**src/rtl/bsg_mem_1rw_sync_mask_write_rmw_pkg.sv**
```systemverilog
// Shared types and helpers for the bsg_mem family of RAM wrappers.
// The RMW state enum lives here so other RMW variants can reuse it.
package bsg_mem_1rw_sync_mask_write_rmw_pkg;

    typedef enum logic [0:0] {
        e_rmw_idle  = 1'b0,
        e_rmw_merge = 1'b1
    } rmw_state_e;

    // clog2 that never returns 0, so single-word arrays still get a 1-bit address.
    function automatic int unsigned safe_clog2(input int unsigned n);
        return (n <= 1) ? 1 : $clog2(n);
    endfunction

endpackage

```
**src/rtl/bsg_mem_1rw_sync_mask_write_rmw_if.sv**
```systemverilog
// Request/response bundle for the masked-write RMW RAM.
// Field names are written from the RAM's point of view.
interface bsg_mem_1rw_sync_mask_write_rmw_if #(
    parameter int unsigned width_p      = 32,
    parameter int unsigned addr_width_p = 4,
    parameter int unsigned mask_width_p = 4
);
    logic                    v_i;
    logic                    ready_o;
    logic                    w_i;
    logic [addr_width_p-1:0] addr_i;
    logic [width_p-1:0]      data_i;
    logic [mask_width_p-1:0] w_mask_i;
    logic [width_p-1:0]      data_o;
    logic                    v_o;

    modport master (
        output v_i, w_i, addr_i, data_i, w_mask_i,
        input  ready_o, data_o, v_o
    );

    modport slave (
        input  v_i, w_i, addr_i, data_i, w_mask_i,
        output ready_o, data_o, v_o
    );
endinterface

```
**src/rtl/bsg_expand_bitmask.sv**
```systemverilog
// Replicates each input bit expand_p times to form a bit-level mask.
module bsg_expand_bitmask #(
    parameter int unsigned in_width_p = 4,
    parameter int unsigned expand_p   = 8
) (
    input  logic [in_width_p-1:0]          i,
    output logic [in_width_p*expand_p-1:0] o
);
    for (genvar k = 0; k < in_width_p; k++) begin : g_expand
        assign o[k*expand_p +: expand_p] = {expand_p{i[k]}};
    end
endmodule

```
**src/rtl/bsg_mem_1rw_sync.sv**
```systemverilog
// Single-port synchronous RAM without write mask; read data appears the cycle after a read.
// Read data holds until the next read.
module bsg_mem_1rw_sync
    import bsg_mem_1rw_sync_mask_write_rmw_pkg::*;
#(
    parameter int unsigned width_p       = 32,
    parameter int unsigned els_p         = 16,
    parameter int unsigned addr_width_lp = safe_clog2(els_p)
) (
    input  logic                     clk_i,
    input  logic                     v_i,
    input  logic                     w_i,
    input  logic [addr_width_lp-1:0] addr_i,
    input  logic [width_p-1:0]       data_i,
    output logic [width_p-1:0]       data_o
);
    logic [width_p-1:0] mem_q [els_p];
    logic [width_p-1:0] data_q;

    always_ff @(posedge clk_i) begin
        if (v_i) begin
            if (w_i) begin
                mem_q[addr_i] <= data_i;
            end else begin
                data_q <= mem_q[addr_i];
            end
        end
    end

    assign data_o = data_q;
endmodule

```
**src/rtl/bsg_mem_1rw_sync_mask_write_rmw.sv**
```systemverilog
// Masked-write single-port RAM built on an unmasked macro. Partial-mask writes
// become a two-cycle read-modify-write; full and zero masks complete in one cycle.
module bsg_mem_1rw_sync_mask_write_rmw
    import bsg_mem_1rw_sync_mask_write_rmw_pkg::*;
#(
    parameter int unsigned width_p           = 32,
    parameter int unsigned els_p             = 16,
    parameter int unsigned mask_gran_p       = 8,
    parameter bit          latch_last_read_p = 1'b1,
    parameter int unsigned addr_width_lp     = safe_clog2(els_p),
    parameter int unsigned mask_width_lp     = width_p / mask_gran_p
) (
    input  logic clk_i,
    input  logic reset_i,
    bsg_mem_1rw_sync_mask_write_rmw_if.slave bus_io
);
    if ((width_p % mask_gran_p) != 0) begin : g_gran_check
        $error("width_p must be a multiple of mask_gran_p");
    end

    rmw_state_e state_q, state_d;

    logic                     accept;
    logic                     mask_full, mask_zero;
    logic                     rd_accept, wr_full, wr_partial, merge_commit;
    logic                     ram_v, ram_w;
    logic [addr_width_lp-1:0] ram_addr;
    logic [width_p-1:0]       ram_wdata, ram_q, merged;
    logic [width_p-1:0]       mask_x;
    logic [addr_width_lp-1:0] addr_q;
    logic [width_p-1:0]       data_q, mask_x_q;
    logic                     v_o_q;

    assign bus_io.ready_o = (state_q == e_rmw_idle) & ~reset_i;
    assign accept         = bus_io.v_i & bus_io.ready_o;
    assign mask_full      = &bus_io.w_mask_i;
    assign mask_zero      = ~|bus_io.w_mask_i;

    assign rd_accept    = accept & ~bus_io.w_i;
    assign wr_full      = accept & bus_io.w_i & mask_full;
    assign wr_partial   = accept & bus_io.w_i & ~mask_full & ~mask_zero;
    // Reset in MERGE must not commit the half-finished write.
    assign merge_commit = (state_q == e_rmw_merge) & ~reset_i;

    bsg_expand_bitmask #(
        .in_width_p (mask_width_lp),
        .expand_p   (mask_gran_p)
    ) u_expand (
        .i (bus_io.w_mask_i),
        .o (mask_x)
    );

    assign merged = (ram_q & ~mask_x_q) | (data_q & mask_x_q);

    always_comb begin
        state_d   = state_q;
        ram_v     = rd_accept | wr_full | wr_partial | merge_commit;
        ram_w     = wr_full | merge_commit;
        ram_addr  = bus_io.addr_i;
        ram_wdata = bus_io.data_i;
        unique case (state_q)
            e_rmw_idle: begin
                if (wr_partial) state_d = e_rmw_merge;
            end
            e_rmw_merge: begin
                ram_addr  = addr_q;
                ram_wdata = merged;
                state_d   = e_rmw_idle;
            end
            default: state_d = e_rmw_idle;
        endcase
    end

    always_ff @(posedge clk_i) begin
        if (reset_i) begin
            state_q <= e_rmw_idle;
            v_o_q   <= 1'b0;
        end else begin
            state_q <= state_d;
            v_o_q   <= rd_accept;
        end
    end

    always_ff @(posedge clk_i) begin
        if (wr_partial) begin
            addr_q   <= bus_io.addr_i;
            data_q   <= bus_io.data_i;
            mask_x_q <= mask_x;
        end
    end

    bsg_mem_1rw_sync #(
        .width_p (width_p),
        .els_p   (els_p)
    ) u_mem (
        .clk_i  (clk_i),
        .v_i    (ram_v),
        .w_i    (ram_w),
        .addr_i (ram_addr),
        .data_i (ram_wdata),
        .data_o (ram_q)
    );

    // A reset landing in the response cycle still squashes v_o.
    assign bus_io.v_o = v_o_q & ~reset_i;

    if (latch_last_read_p) begin : g_latch
        logic [width_p-1:0] last_q;

        always_ff @(posedge clk_i) begin
            if (reset_i) begin
                last_q <= '0;
            end else if (bus_io.v_o) begin
                last_q <= ram_q;
            end
        end

        assign bus_io.data_o = bus_io.v_o ? ram_q : last_q;
    end else begin : g_no_latch
        assign bus_io.data_o = ram_q;
    end

    localparam logic [addr_width_lp:0] els_lp = (addr_width_lp + 1)'(els_p);

    addr_in_range_a: assert property (@(posedge clk_i) disable iff (reset_i)
        accept |-> ({1'b0, bus_io.addr_i} < els_lp));
endmodule

```
**src/flat_wrapper.sv**
```systemverilog
// flat-port wrapper written by rule: the top's interface ports become plain ports
module bsg_mem_1rw_sync_mask_write_rmw_flat import bsg_mem_1rw_sync_mask_write_rmw_pkg::*;
#(
    parameter int unsigned width_p           = 32,
    parameter int unsigned els_p             = 16,
    parameter int unsigned mask_gran_p       = 8,
    parameter bit          latch_last_read_p = 1'b1,
    parameter int unsigned addr_width_lp     = safe_clog2(els_p),
    parameter int unsigned mask_width_lp     = width_p / mask_gran_p
)
  (clk_i, reset_i, bus_io_v_i, bus_io_w_i, bus_io_addr_i, bus_io_data_i, bus_io_w_mask_i, bus_io_ready_o, bus_io_data_o, bus_io_v_o);
  bsg_mem_1rw_sync_mask_write_rmw_if #(.width_p(width_p), .addr_width_p((4)), .mask_width_p((4))) bus_io_i ();
  input  logic clk_i;
  input  logic reset_i;
  input wire logic [$bits(bus_io_i.v_i)-1:0] bus_io_v_i;
  input wire logic [$bits(bus_io_i.w_i)-1:0] bus_io_w_i;
  input wire logic [$bits(bus_io_i.addr_i)-1:0] bus_io_addr_i;
  input wire logic [$bits(bus_io_i.data_i)-1:0] bus_io_data_i;
  input wire logic [$bits(bus_io_i.w_mask_i)-1:0] bus_io_w_mask_i;
  output wire logic [$bits(bus_io_i.ready_o)-1:0] bus_io_ready_o;
  output wire logic [$bits(bus_io_i.data_o)-1:0] bus_io_data_o;
  output wire logic [$bits(bus_io_i.v_o)-1:0] bus_io_v_o;
  assign bus_io_i.v_i = bus_io_v_i;
  assign bus_io_i.w_i = bus_io_w_i;
  assign bus_io_i.addr_i = bus_io_addr_i;
  assign bus_io_i.data_i = bus_io_data_i;
  assign bus_io_i.w_mask_i = bus_io_w_mask_i;
  assign bus_io_ready_o = bus_io_i.ready_o;
  assign bus_io_data_o = bus_io_i.data_o;
  assign bus_io_v_o = bus_io_i.v_o;
  bsg_mem_1rw_sync_mask_write_rmw #(.width_p(width_p), .els_p(els_p), .mask_gran_p(mask_gran_p), .latch_last_read_p(latch_last_read_p), .addr_width_lp(addr_width_lp), .mask_width_lp(mask_width_lp)) u_core (.clk_i(clk_i), .reset_i(reset_i), .bus_io(bus_io_i));
endmodule
```
**config.mk**
```make
export PLATFORM = sky130hd
export DESIGN_NAME = bsg_mem_1rw_sync_mask_write_rmw_flat
export DESIGN_NICKNAME = d
export VERILOG_FILES = /design/src/rtl/bsg_mem_1rw_sync_mask_write_rmw_pkg.sv /design/src/rtl/bsg_mem_1rw_sync_mask_write_rmw_if.sv /design/src/rtl/bsg_expand_bitmask.sv /design/src/rtl/bsg_mem_1rw_sync.sv /design/src/rtl/bsg_mem_1rw_sync_mask_write_rmw.sv /design/src/flat_wrapper.sv
export SDC_FILE = /design/constraint.sdc
export NUM_CORES = 1
export LEC_CHECK = 0
export BUFFER_PORTS_ARGS = -buffer_cell sky130_fd_sc_hd__buf_2
export CAP_MARGIN = 15
export CORE_MARGIN = 2
export CORE_UTILIZATION = 60
export CTS_BUF_LIST = sky130_fd_sc_hd__clkbuf_4 sky130_fd_sc_hd__clkbuf_8
export DETAILED_ROUTE_END_ITERATION = 6
export PLACE_DENSITY = 0.73
export SETUP_SLACK_MARGIN = 0.5
export SLEW_MARGIN = 20
export SYNTH_ARGS = -nofsm -noshare
export SYNTH_HDL_FRONTEND = slang
export SYNTH_SLANG_ARGS = --single-unit
```
**constraint.sdc**
```tcl
create_clock -name clk_i -period 14.1 [get_ports clk_i]
set_clock_uncertainty 0.1 [all_clocks]
set_input_delay 0.705 -clock clk_i [delete_from_list [all_inputs] [get_ports clk_i]]
set_output_delay 0.705 -clock clk_i [all_outputs]
set_load 0.005 [all_outputs]
```
* Word-level counts from Yosys, hierarchy flattened *
Memory sizes are Yosys's and may differ from the RTL's. A register that Yosys moved wholly into a read port is not among the register bits.
Index checks and enable logic that the tools add are counted.

word-level totals
  register bits after elaboration = 95
  RAM bits = 512
  input bits = 44
  output and inout port bits = 34
  memories kept = 1

cells by class
  multiplexer cells = 8
  bitwise operators = 22
  reduce and logical (&&, ||, !) cells = 3

memories
  name                words  width  read ports  clocked after Yosys merged registers in  wr ports  line                    RTL
  u_core.u_mem.mem_q  16     32     1           1                                        1         bsg_mem_1rw_sync.sv:17  logic [width_p-1:0] mem_q [els_p];

operators by type and width
  kind                             number
  bitwise AND 32 bit               2
  two-way mux 32 bit               2
  inverter 32 bit                  1
  bitwise OR 32 bit                1
  bitwise AND 1 bit                9
  inverter 1 bit                   5
  two-way mux 1 bit                4
  two-way mux 4 bit                1
  bitwise OR 1 bit                 4
  AND reduction 4 bit              1
  OR reduction 4 bit               1
  case mux 1 bit (2 select lines)  1
  AND reduction 2 bit              1

* Logic depth before layout (Yosys ltp) *
Gate-level depths: netlist of the first run.

  depth in word-level cells = 10
  depth in mapped cells = 7
  depth with buffers taken out = 4

* Cells and area by module *
A second synthesis of the first run with hierarchy kept.

unflattened totals
  cells, all modules = 1207
  area total of the unflattened synthesis = 24952.7 µm²

by module, submodules not included
  module                           instances  cells each  area an instance (µm²)
  bsg_mem_1rw_sync                 1          844         20216.9
  bsg_mem_1rw_sync_mask_write_rmw  1          331         4495.6
  bsg_expand_bitmask               1          32          240.2

* Worst setup path after synthesis of the first run *
No wires, ideal clock.

  path type = flip-flop to flip-flop
  from = reg u_core.state_q
  to = reg u_core.u_mem.data_q[0] (netlist: u_core.u_mem.data_o[0]) (read register of u_core.u_mem.mem_q) (enable)
  setup time = 375 ps
  arrival time = 4859 ps
  data required time = 13625 ps
  path slack = 8766 ps
  stages on the path, launching flop included = 8
  buffers on the path = 3
  period minus slack after synthesis = 5334 ps
  path through = dfxtp_1 > buf_6 > buf_2 > buf_2 > nor2_1 > nand2_1 > nor3b_1 > or2_2

on the way
  word-level cells in the longest chain between the ends = 9

ends and longest elaborated chain
  element                          line                                   RTL
  start, declared                  bsg_mem_1rw_sync_mask_write_rmw.sv:21  rmw_state_e state_q, state_d;
  start signal, assigned           bsg_mem_1rw_sync_mask_write_rmw.sv:76  state_q <= e_rmw_idle;
  start signal, assigned           bsg_mem_1rw_sync_mask_write_rmw.sv:79  state_q <= state_d;
  inverter 1 bit                   bsg_mem_1rw_sync_mask_write_rmw.sv:34  assign bus_io.ready_o = (state_q == e_rmw_idle) & ~reset_i;
  bitwise AND 1 bit                bsg_mem_1rw_sync_mask_write_rmw.sv:34
  net bus_io_ready_o               flat_wrapper.sv:20                     output wire logic [$bits(bus_io_i.ready_o)-1:0] bus_io_ready_o;
  bitwise AND 1 bit                bsg_mem_1rw_sync_mask_write_rmw.sv:35  assign accept = bus_io.v_i & bus_io.ready_o;
  bitwise AND 1 bit (3 in series)  bsg_mem_1rw_sync_mask_write_rmw.sv:41  assign wr_partial = accept & bus_io.w_i & ~mask_full & ~mask_zero;
  net u_core.wr_partial            bsg_mem_1rw_sync_mask_write_rmw.sv:25  logic rd_accept, wr_full, wr_partial, merge_commit;
  bitwise OR 1 bit (2 in series)   bsg_mem_1rw_sync_mask_write_rmw.sv:57  ram_v = rd_accept | wr_full | wr_partial | merge_commit;
  AND reduction 2 bit (no line)    -
  end, declared                    bsg_mem_1rw_sync.sv:18                 logic [width_p-1:0] data_q;

The timed path passes the listed nets, and every way through them passes these cells.
A chain may end at the register's enable or synchronous reset.

* Worst setup path after layout of the first run *
  from = reg u_core.addr_q[0]
  to = mem u_core.u_mem.mem_q[8][20] (enable)

on the way
  word-level cells in the longest chain between the ends = 1

ends and longest elaborated chain
  element                 line                                   RTL
  start, declared         bsg_mem_1rw_sync_mask_write_rmw.sv:30  logic [addr_width_lp-1:0] addr_q;
  start signal, assigned  bsg_mem_1rw_sync_mask_write_rmw.sv:86  addr_q <= bus_io.addr_i;
  two-way mux 4 bit       bsg_mem_1rw_sync_mask_write_rmw.sv:61  unique case (state_q)
  end, declared           bsg_mem_1rw_sync.sv:17

No other way between the ends.

==> flow_summary_export.csv, run 1 <==
group,metric,value,unit
run_status,outcome,"finished, final reports clean",
logic_synthesis,ys_seq_elements,618,
timing,drv_slew,0,
setup_path,arrival,4.75,ns
cells_and_area,drive_gt1_frac,0.186,
setup_path,rr_startpoint,"u_core.addr_q[0]",
global_routing,antenna_found_initial,9,
clock_tree,htreeDepth,3,
die,coreArea,44300,um2
setup_path,cp.required,14.28,ns
logic_synthesis,netlist_area,26900,um2
cells_and_area,utilization,0.676,
cells_and_area,final_cells,2529,
clock_tree,cts_resized,0,
logic_synthesis,syn_avg_cell_area,14.8,um2
clock_tree,clk_pin_slew,0.06,ns
setup_path,crit_path_end_kind,"register",
run,max-cap-violations,0,
clock_tree,ctsHoldBuffers,0,
route,routed_wl,69.8,mm
setup_path,r2r_slack,9.52,ns
route,first_pass_iters,6,
hold_path,hold_depth,1,
clock_tree,postCtsSetupRepairBufs,0,
clock_tree,clk_latency,0.69,ns
power_and_ir_drop,p_int,2.88,mW
die,fp-row-count,77,
power_and_ir_drop,total_power,3.76,mW
timing,finalHoldViolations,0,
power_and_ir_drop,swShare,0.234,
timing,finalSetupViolCount,0,
clock_tree,clock_path_buffers,3,
setup_path,critPathKind,"register to register",
route,drt-initial-drc-count,2729,
power_and_ir_drop,p_sw,0.880,mW
place,postPlaceCellArea,27900,um2
logic_synthesis,synthFlopType,"edfxtp_1",
global_routing,grt_pass1_vias,17000,
logic_synthesis,synth_nets,1866,
timing,worst_slack,9.52,ns
logic_synthesis,synth.largest_area_cell,"edfxtp_1",
logic_synthesis,ys_seq_area_frac,0.676,
logic_synthesis,yosysTopAreaCellShare,0.651,
timing,worst_pin_slew,1.15,ns
logic_synthesis,synth_cell_type_count,37,
die,die_w,216,um
timing,grt_setup_unrepaired,"no",
hold_path,hold_class,"primary input to register",
logic_synthesis,yosysMostFrequentCell,"edfxtp_1",
logic_synthesis,synth_common_cells,"edfxtp_1, a31oi_1, mux2i_1",
timing,setup_tns,0,ns
die,start_util,0.608,
logic_synthesis,syn_inst,1822,
clock_tree,cts_tree,"done",
route,viasPerCell,7.00,
cells_and_area,area_growth,11.2,%
logic_synthesis,synthArstFlopShare,0,
logic_synthesis,ys.warnings.count,0,
logic_synthesis,synth_area_leaders,"edfxtp_1, mux2i_1, a31oi_1, dfxtp_1, and4b_1",
clock_tree,root_buffer,"clkbuf_8",
global_routing,grt_first_pass_wirelength,104,mm
place,routabilityCongestion,0.795,
clock_tree,cts.sinks,618,
setup_path,r2r_cells,5,
die,die_h,216,um
cells_and_area,final_area,30000,um2
power_and_ir_drop,power_density,125,nW/um2
hold_path,hp-start,"bus_io_data_i[3]",
power_and_ir_drop,p_leak,9.99,nW
route,route.vias.total,17700,
power_and_ir_drop,power_frac_clock,0.383,
setup_path,r2r_end,"u_core.u_mem.mem_q[8][20]",
timing,relSlewSlack,0.231,
die,dieArea,46600,um2
cells_and_area,fillers,2994,
clock_tree,cts_buffers,95,
place,placedCellCount,2345,
logic_synthesis,synth_edf_count,584,
die,ioPinCount,78,
global_routing,grt_usage,0.296,
timing,period_needed,4.58,ns
cells_and_area,nets,1900,
power_and_ir_drop,p_seq_frac,0.546,
global_routing,overflow,0,
power_and_ir_drop,pwr-share-comb,0.071,
global_routing,grt_max_degree,125,
route,avgRoutedWirePerCell,27.6,um
setup_path,crit_path_start_kind,"register",
place,dpl.hpwl,39.0,mm
setup_path,cp_max_fo,95,
timing,hold-worst-slack,0.114,ns
route,drcViolationCount,0,
place,place_ws,9.51,ns
hold_path,worstHoldEndpoint,"u_core.data_q[3]",
timing,fin_crit_sh,0.325,
place,portBuffers,77,
timing,fmaxAchievable,219,MHz
route,drtAntennaViolNets,0,
power_and_ir_drop,ir_worst_vdd,0.0624,mV
## state kept, by name (all words and copies together) (netlist names)
name                   cells
u_core.g_latch.last_q     32
u_core.u_mem.data_o       32
u_core.state_q             1
u_core.addr_q              4
u_core.mask_x_q            4
u_core.u_mem.mem_q       512
u_core.data_q             32
u_core.v_o_q               1
## layer usage
layer	part of all wire	wire length [um]	track usage	vias to the layer above
met5	0.00019	13	0	-
met4	0.021	1430	0.0945	2
met3	0.12	8540	0.0654	124
met2	0.43	30000	0.416	1117
met1	0.43	29800	0.461	8772
li1	-	-	-	7692
## worst max path at each step
stage                           from                          to  slack [ns]
finish              u_core.addr_q[0]   u_core.u_mem.mem_q[8][20]        9.52
global route        u_core.addr_q[0]   u_core.u_mem.mem_q[8][20]        9.35
CTS                 u_core.addr_q[0]  u_core.u_mem.mem_q[12][18]        9.56
detailed placement  bus_io_addr_i[0]   u_core.u_mem.mem_q[13][4]        9.51
global placement    bus_io_addr_i[0]   u_core.u_mem.mem_q[5][11]        9.45
floorplan             u_core.state_q      u_core.u_mem.data_o[0]        8.77
## worst max-delay path: stages, from the launching register on
cell and delay [ns]:
edfxtp_1 0.37, buf_4 0.28, nor2b_4 0.77, buf_4 0.97
a22oi_1 0.58, nor2_4 0.97
## power groups by stage
stage	clock network (mW)	registers [mW]	logic (mW)
after floorplan	0	2.08	0.158
after global placement	0	2.09	0.253
after detailed placement	0	2.09	0.259
after CTS	1.46	2.05	0.260
after global routing	1.53	2.05	0.283
final	1.44	2.05	0.268
## cells by family (layout without fill, tap and decap cells)
logic type | after synthesis | in the layout | synth area share
buffers and inverters | 191 | 304 | 0.0305
flip-flops | 618 | 618 | 0.676
AO/OA/AOI/OAI | 430 | 430 | 0.112
other | 0 | 2 | 0
multiplexers | 195 | 195 | 0.0740
AND/OR/NAND/NOR | 388 | 388 | 0.108
## cells in the final DEF (no fill, tap or decap), types with 2 or more instances in the layout
master,n
mux2i_1,161
dfxtp_1,33
nor2_4,17
clkinv_2,12
nor2b_4,3
buf_16,7
clkbuf_4,37
o211ai_1,2
buf_2,76
clkbuf_8,101
o21ai_4,4
buf_4,35
clkinvlp_4,3
a21oi_2,14
clkinv_1,23
nor2_1,34
a32oi_1,66
a21oi_1,17
or3b_2,2
nor4b_1,64
o22ai_1,64
diode_2,2
a41oi_1,64
inv_2,3
buf_12,4
and4b_1,64
a31oi_1,192
and2_1,96
edfxtp_1,584
and4_1,64
nand2_1,3
mux2_2,33
nor3b_1,3
or4_1,32
a22oi_1,2
## area by class of cell
cell class / count / area [um2] / share of cell area
Tap cell: 592 / 741 / 0.0247
Antenna cell: 2 / 5.00 / 0.000167
Timing Repair Buffer: 124 / 942 / 0.0315
Multi-Input combinational cell: 1013 / 8190 / 0.274
Clock inverter: 38 / 169 / 0.00564
Inverter: 4 / 15.0 / 0.000501
Clock buffer: 138 / 1670 / 0.0557
Sequential cell: 618 / 18200 / 0.608
(Power assumes the default switching activity.)
==> run 2: changes to the inputs <==
==> constraint.sdc (replaced) <==
create_clock -name clk_i -period 4.22 [get_ports clk_i]
set_clock_uncertainty 0.1 [all_clocks]
set_input_delay 0.211 -clock clk_i [delete_from_list [all_inputs] [get_ports clk_i]]
set_output_delay 0.211 -clock clk_i [all_outputs]
set_load 0.005 [all_outputs]
==> flow_summary_export.csv, run 2 (synthesized netlist as in run 1, its figures left out) <==
group,metric,value,unit
run_status,outcome,"finished, final reports clean",
timing,worst_slack,0.826,ns
hold_path,worstHoldEndpoint,"u_core.data_q[20]",
global_routing,antenna_found_initial,1,
setup_path,crit_path_end_kind,"register",
place,place_ws,0.945,ns
route,first_pass_iters,7,
place,routabilityCongestion,0.816,
run,max-cap-violations,0,
die,fp-row-count,77,
clock_tree,root_buffer,"clkbuf_8",
route,drcViolationCount,0,
route,top_layer,"met4",
place,portBuffers,77,
timing,finalSetupViolCount,0,
die,start_util,0.608,
timing,drv_slew,0,
setup_path,cp.required,4.51,ns
route,routed_wl,76.1,mm
hold_path,hold_class,"primary input to register",
place,dpl.hpwl,40.8,mm
timing,fmaxAchievable,295,MHz
setup_path,r2r_cells,6,
setup_path,crit_path_start_kind,"register",
global_routing,grt_max_degree,130,
cells_and_area,diodes,0,
setup_path,rr_startpoint,"u_core.state_q",
clock_tree,postCtsSetupRepairBufs,0,
timing,fin_crit_sh,0.804,
cells_and_area,final_common_cell,"edfxtp_1",
power_and_ir_drop,power_density,422,nW/um2
die,dieArea,46600,um2
cells_and_area,largest_reg_flops,512,
global_routing,grt_first_pass_wirelength,112,mm
clock_tree,htreeDepth,3,
timing,period_needed,3.39,ns
setup_path,arrival,3.69,ns
route,route.vias.total,18600,
die,coreArea,44300,um2
die,die_h,216,um
setup_path,cp_max_fo,79,
route,wl_met1,30.5,mm
power_and_ir_drop,p_leak,10.4,nW
route,viasPerCell,7.14,
timing,finalHoldViolations,0,
clock_tree,cts_tree,"done",
setup_path,r2r_end,"u_core.u_mem.data_o[28]",
timing,grt_setup_unrepaired,"no",
global_routing,overflow,0,
route,wl_met2,34.7,mm
cells_and_area,nets,1975,
route,avgRoutedWirePerCell,29.2,um
cells_and_area,area_growth,14.2,%
clock_tree,clock_path_buffers,3,
cells_and_area,largest_register,"u_core.u_mem.mem_q",
cells_and_area,mostFrequentLayoutCells,"edfxtp_1, a31oi_1, mux2i_1, clkbuf_8, and2_1",
hold_path,hp-start,"bus_io_data_i[20]",
route,wl_met3,7.99,mm
global_routing,grt_usage,0.322,
clock_tree,clk_pin_slew,0.06,ns
timing,setup_tns,0,ns
power_and_ir_drop,ir_worst_vdd,0.232,mV
setup_path,r2r_slack,0.83,ns
die,ioPinCount,78,
route,drt-initial-drc-count,2913,
timing,worst_pin_slew,1.12,ns
die,die_w,216,um
clock_tree,cts.sinks,618,
hold_path,hold_depth,2,
global_routing,grt_pass1_vias,17900,
route,drtAntennaViolNets,0,
cells_and_area,drive_gt1_frac,0.199,
cells_and_area,fillers,2898,
setup_path,critPathKind,"register to register",
clock_tree,cts_buffers,99,
timing,relSlewSlack,0.251,
clock_tree,clk_latency,0.71,ns
[run 2: cell count changes in the layout (fill, tap and decap cells not counted), moves of 5 or more]
| cell | before | now |
|---|---|---|
| dlygate4sd3_1 | 0 | 43 |
| clkbuf_8 | 101 | 115 |
| clkinv_1 | 23 | 18 |
| buf_16 | 7 | 1 |
| buf_12 | 4 | 12 |
| buf_4 | 35 | 61 |
| clkbuf_4 | 37 | 31 |
[run 2: final cells by class]
| type | count | area, um2 | share of cell area |
|---|---|---|---|
| Timing Repair Buffer | 195 | 1560 | 0.0507 |
| Clock inverter | 37 | 226 | 0.00736 |
| Inverter | 4 | 17.5 | 0.000569 |
| Clock buffer | 146 | 1820 | 0.0590 |
| Tap cell | 592 | 741 | 0.0241 |
| Sequential cell | 618 | 18200 | 0.592 |
| Multi-Input combinational cell | 1013 | 8200 | 0.266 |
[run 2: critical path, stage by stage (launching register included)]
cell	delay (ns)
dfxtp_4	0.97
buf_4	0.62
nor2_1	0.14
nand2_1	0.19
nor3b_4	0.07
or2_2	0.59
buf_4	0.36
[run 2: how the worst max path moves through the flow]
stage	from	slack, ns	cells after the start	to
after floorplan	u_core.state_q	0.83	7	u_core.u_mem.mem_q[4][0]
after global placement	u_core.state_q	0.97	3	u_core.u_mem.mem_q[11][5]
after detailed placement	u_core.state_q	0.95	3	u_core.u_mem.mem_q[7][6]
after CTS	u_core.state_q	0.93	3	u_core.u_mem.mem_q[2][6]
after global routing	u_core.state_q	0.73	6	u_core.u_mem.data_o[28]
final	u_core.state_q	0.83	6	u_core.u_mem.data_o[28]
[run 2: routing by layer]
metal  GRT usage  up-vias
met1       0.462     9292
met5           0        -
met4       0.120        0
met3      0.0619      219
met2       0.494     1253
li1            -     7835
[run 2: what timing repair did]
action | CTS | global route
endpoints found under the hold margin | 153 | 0
hold buffers | 43 | 0
gates resized for setup | 0 | 0
[run 2: power breakdown]
group | switching (mW) | leakage, nW | internal (mW)
Combinational | 0.612 | 3.80 | 0.297
Sequential | 0.0562 | 5.54 | 6.82
Clock | 2.33 | 1.10 | 2.88
[run 2: through the flow]
step | total power [mW] | util | cell area, um2 | hold WS, ns | cells
3_3_place_gp | 7.82 | 0.637 | 28200 | 0.304 | 2378
2_1_floorplan | 7.49 | - | 27000 | 0.190 | 1822
6_report | 13.0 | 0.694 | 30800 | 0.158 | 2605
5_1_grt | 13.3 | 0.694 | 30800 | 0.135 | 2605
3_5_place_dp | 7.85 | 0.637 | 28200 | 0.307 | 2378
4_1_cts | 13.0 | 0.693 | 30700 | 0.116 | 2604
